**config.mk**
```make
export PLATFORM = sky130hd
export DESIGN_NAME = serial_alu_seq
export DESIGN_NICKNAME = d
export VERILOG_FILES = /design/src/rtl/serial_alu_seq.sv
export SDC_FILE = /design/constraint.sdc
export NUM_CORES = 1
export LEC_CHECK = 0
export ABC_AREA = 1
export ABC_CLOCK_PERIOD_IN_PS = 1950
export BUFFER_PORTS_ARGS = -buffer_cell sky130_fd_sc_hd__buf_4
export CAP_MARGIN = 20
export CORE_ASPECT_RATIO = 1.25
export CORE_MARGIN = 5
export CORE_UTILIZATION = 53
export CTS_CLUSTER_DIAMETER = 30
export DETAILED_ROUTE_END_ITERATION = 10
export GPL_TIMING_DRIVEN = 0
export PLACE_DENSITY_LB_ADDON = 0.08
export SLEW_MARGIN = 15
export SYNTH_ARGS = -nofsm -noshare
export SYNTH_HDL_FRONTEND = slang
export SYNTH_SLANG_ARGS = --single-unit
```
**constraint.sdc**
```tcl
create_clock -name clk -period 1.95 [get_ports clk]
set_input_delay 0.39 -clock clk [delete_from_list [all_inputs] [get_ports clk]]
set_output_delay 0.39 -clock clk [all_outputs]
set_load 0.05 [all_outputs]
```
**src/rtl/serial_alu_seq.sv**
```systemverilog
// Bit-serial ALU (AND/OR/XOR/NOR/ADD/SUB) processing one operand bit per cycle, LSB first.
// Latency: done pulses WIDTH+1 cycles after start is sampled in IDLE; one op in flight at a time.
// Backpressure: none; start is only honoured in IDLE (busy low), requests in RUN/DONE are dropped.
// Build option: define SERIAL_ALU_OVF_EN to expose the signed-overflow flag on output port ovf.

module serial_alu_seq #(
  parameter int WIDTH = 8
) (
  input  logic             clk,
  input  logic             rst,
  input  logic             start,
  input  logic [2:0]       op,
  input  logic             sub,
  input  logic [WIDTH-1:0] a,
  input  logic [WIDTH-1:0] b,
  output logic             busy,
  output logic             done,
  output logic [WIDTH-1:0] result,
  output logic             cout,
  output logic             less,
  output logic             zero
`ifdef SERIAL_ALU_OVF_EN
  ,
  output logic             ovf
`endif
);

  localparam int CW = $clog2(WIDTH);

  localparam logic [2:0] OP_AND = 3'b000;
  localparam logic [2:0] OP_OR  = 3'b001;
  localparam logic [2:0] OP_XOR = 3'b010;
  localparam logic [2:0] OP_NOR = 3'b011;
  localparam logic [2:0] OP_ADD = 3'b100;

  typedef enum logic [1:0] {
    IDLE = 2'd0,
    RUN  = 2'd1,
    DONE = 2'd2
  } state_t;

  state_t           state;
  state_t           state_nxt;

  // Captured operation; operands shift right so bit 0 is always the current bit.
  logic [WIDTH-1:0] a_sh;
  logic [WIDTH-1:0] b_sh;
  logic [2:0]       op_q;
  logic             sub_q;
  logic             carry;
  logic [CW-1:0]    bit_cnt;

  // Result fills from the MSB end so that after WIDTH shifts it is aligned.
  logic [WIDTH-1:0] result_q;
  logic             cout_q;
  logic             less_q;
  logic             zero_q;

  logic             accept;
  logic             last_bit;
  logic             is_arith;
  logic             a_bit;
  logic             b_eff;
  logic             res_bit;
  logic             carry_nxt;
  logic             ovf_int;
  logic [WIDTH-1:0] result_nxt;

  assign accept   = (state == IDLE) && start;
  assign last_bit = (bit_cnt == CW'(WIDTH - 1));
  assign is_arith = (op_q == OP_ADD);

  // State register; reset wins over any pending start.
  always_ff @(posedge clk) begin
    if (rst) begin
      state <= IDLE;
    end else begin
      state <= state_nxt;
    end
  end

  // Next-state and status outputs.
  always_comb begin
    state_nxt = state;
    busy      = 1'b0;
    done      = 1'b0;
    case (state)
      IDLE: begin
        if (start) begin
          state_nxt = RUN;
        end
      end
      RUN: begin
        busy = 1'b1;
        if (last_bit) begin
          state_nxt = DONE;
        end
      end
      DONE: begin
        done      = 1'b1;
        state_nxt = IDLE;
      end
      default: begin
        state_nxt = IDLE;
      end
    endcase
  end

  // One-bit slice of the ALU; the adder's B input is inverted for subtract.
  always_comb begin
    a_bit     = a_sh[0];
    b_eff     = b_sh[0] ^ sub_q;
    carry_nxt = (a_bit & b_eff) | (a_bit & carry) | (b_eff & carry);
    res_bit   = 1'b0;
    case (op_q)
      OP_AND:  res_bit = a_bit & b_sh[0];
      OP_OR:   res_bit = a_bit | b_sh[0];
      OP_XOR:  res_bit = a_bit ^ b_sh[0];
      OP_NOR:  res_bit = ~(a_bit | b_sh[0]);
      OP_ADD:  res_bit = a_bit ^ b_eff ^ carry;
      default: res_bit = 1'b0;
    endcase
    // On the MSB cycle 'carry' is the carry into the MSB, carry_nxt the carry out.
    ovf_int    = carry ^ carry_nxt;
    result_nxt = {res_bit, result_q[WIDTH-1:1]};
  end

  // Operand capture, bit-serial datapath and flag registration on the final bit.
  always_ff @(posedge clk) begin
    if (rst) begin
      a_sh     <= '0;
      b_sh     <= '0;
      op_q     <= '0;
      sub_q    <= 1'b0;
      carry    <= 1'b0;
      bit_cnt  <= '0;
      result_q <= '0;
      cout_q   <= 1'b0;
      less_q   <= 1'b0;
      zero_q   <= 1'b0;
    end else if (accept) begin
      a_sh    <= a;
      b_sh    <= b;
      op_q    <= op;
      sub_q   <= sub;
      carry   <= sub;
      bit_cnt <= '0;
    end else if (state == RUN) begin
      a_sh     <= a_sh >> 1;
      b_sh     <= b_sh >> 1;
      carry    <= carry_nxt;
      bit_cnt  <= bit_cnt + CW'(1);
      result_q <= result_nxt;
      if (last_bit) begin
        cout_q <= is_arith & carry_nxt;
        less_q <= is_arith & sub_q & (res_bit ^ ovf_int);
        zero_q <= (result_nxt == '0);
      end
    end
  end

`ifdef SERIAL_ALU_OVF_EN
  logic ovf_q;

  // Overflow flag, latched alongside the other flags.
  always_ff @(posedge clk) begin
    if (rst) begin
      ovf_q <= 1'b0;
    end else if ((state == RUN) && last_bit) begin
      ovf_q <= is_arith & ovf_int;
    end
  end

  assign ovf = ovf_q;
`endif

  assign result = result_q;
  assign cout   = cout_q;
  assign less   = less_q;
  assign zero   = zero_q;

endmodule

```
Word level (Yosys, flattened, before mapping)
Cells that the tools add are included.
Operators by class
  multiplexer cells: 12
  bitwise gates (word level): 18
  $add $sub $neg: 1
  eq/ne operators: 9
  reduce and logical (&&, ||, !) cells: 9
Operator list (number)
  $mux W8: 4
  $logic_not A8 Y1: 1
  $and A1 B1 Y1: 7
  $eq A3 B2 Y1 const B: 2
  $eq A3 B3 Y1 const B: 2
  $xor A1 B1 Y1: 6
  $pmux W1 S5: 1
  $mux W1: 4
  $mux W2: 2
  $ne A2 B2 Y1 const B: 2
  $pmux W2 S2: 1
  $reduce_and A2 Y1: 2
  $add A3 B1 Y3 const B: 1
  $eq A3 B1 Y1 const B: 1
  $logic_not A3 Y1: 1
  $or A1 B1 Y1: 3
  $reduce_and A3 Y1: 1
  $eq A2 B1 Y1 const B: 1
  $eq A2 B2 Y1 const B: 1
  $logic_not A2 Y1: 1
  $not A1 Y1: 2
  $reduce_bool A2 Y1: 1
  $reduce_or A2 Y1: 1
  $logic_and A1 B1 Y1: 1
Storage, ports and cells
  flip-flop bits (word level): 37
  output and inout bits: 13
  word-level logic and storage cells: 60
  input bits: 23

Depth between registers and ports, before layout
  depth after elaboration: 7
  depth in mapped cells: 12

Least setup slack after synthesis
No wires, ideal clock.
  path kind: flip-flop to output port
  start: register state[1]
  end: output port done
  cell stages (with the launch flop): 3
  required time: 1.560 ns
  path slack: 0.481 ns
  arrival time: 1.079 ns
  path through: dfxtp_1 -> inv_2 -> nor2_1
On the way
  cells in the longest elaborated chain, start to end: 2
Ends and longest elaborated chain
  from (decl): RTL line 42  | state_t state;
  from (signal assigned): RTL line 78  | state <= state_nxt;
  $eq A2 B2 Y1: RTL line 87  | case (state)
  $mux W1: RTL line 87
  to (decl): RTL line 17  | output logic done,
No other way between the ends.

Worst setup path after layout
  start: register state[0]
  end: output port busy
On the way
  cells in the longest elaborated chain, start to end: 2
Ends and longest elaborated chain
  $eq A2 B1 Y1: RTL line 87
  $mux W1: RTL line 87
  to (decl): RTL line 16  | output logic busy,
No other way between the ends.

==> reports/qor.txt <==
crit share post-route: 92.5%
Root Buffer: clkbuf_4
unrepaired setup endpoints after global routing: false
Max VDD drop: 0.665 mV
Max Root-Sink Buffers: 2
Slew @ Worst Pin: 490 ps
post-DP HPWL: 2.44 mm
Initial Utilization: 55.0%
Slew HR: 67.4%
antenna-violating nets left: 0
H-tree levels: 2
Mapped Nets: 235
CP max FO: 10
sequential area share after synthesis: 45.7%
die width: 59.5 µm
drt initial violations: 56
RD Place Congestion: 0.720
Netlist Area Pre-Place: 1620 µm²
Yosys cell types: 28
#FFs+latches synth: 37
Hold Vio Cnt, Final: 0
setup_tns: 0 ps
Final setup violation count: 0
Layout Skew: 5.01 ps
first-pass iteration count of the detailed router: 4
vias in the first global route: 1324
outcome: completed
count of standard-cell rows: 22
pre-CTS WS: 382 ps
Critical Setup Path Class: flip-flop to output pin
Synth top area share: 45.7%
Finished Cell Area: 1980 µm²
CP bufs+invs: 4
Placed Area: 1930 µm²
Post-Syn Instances: 207
Slowest cell on crit path: dfxtp_1
ANT cells: 0
Final Max Slew Viols: 0
CTS sink cnt: 37
most common cell after layout, fill and taps aside: nand2_1
Layout fillers: 275
WP data required: 1560 ps
chip height: 71.8 µm
CTS resizes: 0
Crit path max-delay family: buffers and inverters
Wirelength per Cell: 11.5 µm
overall fraction of global-route tracks in use: 16.9%
Worst Path Arrival: 1410 ps
Leak: 0.875 nW
Post-layout nets: 277
Worst setup SP type: flip-flop
most frequent cells in the layout: nand2_1 (62), dfxtp_1 (37), buf_4 (35)
core area: 2950 µm²
via count: 1440
most used cell, CP: buf_6
I/O Pins: 36
largest area contributor in the netlist: dfxtp_1
Area growth syn-to-layout: 22.4%
ranking of synthesized cells by area: dfxtp_1 (46%), nand2_1 (14%), a31oi_1 (5.4%)
pwr/cell area: 791 nW/µm²
setup ws final: 147 ps
Multi-input gate area: 742 µm²
Worst-path clk slew: 110 ps
first-pass GRT wire length: 5.62 mm
Worst path max stage delay: 370 ps
Hold WS: 301 ps
post-route DRC violation count: 0
grt ovf: 0
DIE AREA: 4270 µm²
Tmin final: 1800 ps
total power draw: 0.00157 W
Post-synth EDFFs: 0
main flop type after synthesis: dfxtp_1
CTS buffer count: 5
Skew-Pair Late Insertion Delay: 340 ps
share of cells above drive strength 1: 22.9%
Avg Synthesized Cell Area: 7.83 µm²
maxcap violations: 0
synthesis warning total: 0
CP cell instances: inv_2 -> nor2_4 -> buf_6 -> buf_6 -> buf_4
vias per cell: 5.05
WL final: 3.27 mm
Post-CTS Hold Buffers: 0
# port buffers: 35
initial antenna violation count: 0
Post-CTS Setup Inserts: 0
FMAX: 554 MHz
Worst Hold Class: input pin to flip-flop
CP Capture Type: output pin
largest net degree at the start of global routing: 11
Sequential cell area: 741 µm²
Async SR Flop Fraction: 0%
CTS tree: yes
report_power, final:
part	switching, W	internal (W)	total (W)
sequential	0.0000353	0.000804	0.000839
clock	0.000242	0.000170	0.000412
combinational	0.000191	0.000127	0.000318
logic make-up (layout without fill, tap and decap cells):
| family | count (synthesis) | in the layout | synth area share, % |
|---|---|---|---|
| adders and majority gates | 5 | 5 | 4.32 |
| and+or+nand+nor | 100 | 100 | 26.9 |
| DFF | 37 | 37 | 45.7 |
| buffers and inverters | 25 | 67 | 8.49 |
| AOI/OAI and AO/OA | 37 | 37 | 13.0 |
| xor gates and xnor gates | 3 | 3 | 1.62 |
per-stage QoR:
| stage | utilization [%] | instances |
|---|---|---|
| 6_report | 67.3 | 285 |
| 5_1_grt | 67.3 | 285 |
| 4_1_cts | 67.3 | 285 |
| 2_1_floorplan | - | 207 |
| 3_3_place_gp | 65.5 | 278 |
| 3_5_place_dp | 65.5 | 278 |
worst register-to-register path, delay by kind of cell (launching register included):
| family | cells | cell delay, ps |
|---|---|---|
| xor gates and xnor gates | 1 | 190 |
| adders and majority gates | 1 | 430 |
| AOI/OAI and AO/OA | 1 | 70 |
| DFF | 1 | 410 |
| buffers and inverters | 2 | 130 |
| and+or+nand+nor | 3 | 260 |
worst paths after layout:
check	end	slack, ps	startpoint	cells after the start
setup / recovery	busy	150	state[0]	5
setup reg to reg	result[7]	370	b_sh[0]	8
hold reg to reg	b_sh[7]	470	b_sh[7]	2
hold / removal	b_sh[7]	300	b[7]	3
sequential cells by signal, indices dropped and copies added, names as in the netlist:
register	flops
a_sh	8
b_sh	8
bit_cnt	3
carry	1
cout	1
less	1
op_q	3
result	8
state	2
sub_q	1
zero	1
cell usage after synthesis, types with 2 or more instances:
library cell,n
nand2_1,62
dfxtp_1,37
nor2_1,20
a31oi_1,14
inv_1,11
o21ai_0,11
a21oi_1,9
nand3_1,9
buf_6,5
ha_1,4
clkbuf_1,3
inv_2,3
inv_4,2
nand4_1,2
xnor2_1,2
layer usage:
metal / vias to the layer above / track usage [%] / part of all wire (%)
li1: 758 / - / -
met1: 648 / 20.6 / 45
met4: 0 / 6.05 / 1.8
met5: - / 0 / 0
met2: 29 / 27.5 / 48
met3: 5 / 5.41 / 5.1
area by class of cell:
class                      instances  area share (%)
multi-input combinational        145            37.4
sequential                        37            37.4
timing repair buffer              35            13.2
buffer                             9            3.66
inverter                          16            3.28
clock buffer                       7            2.78
tap                               36            2.27
Note: power is estimated with default switching activity, not from simulation.
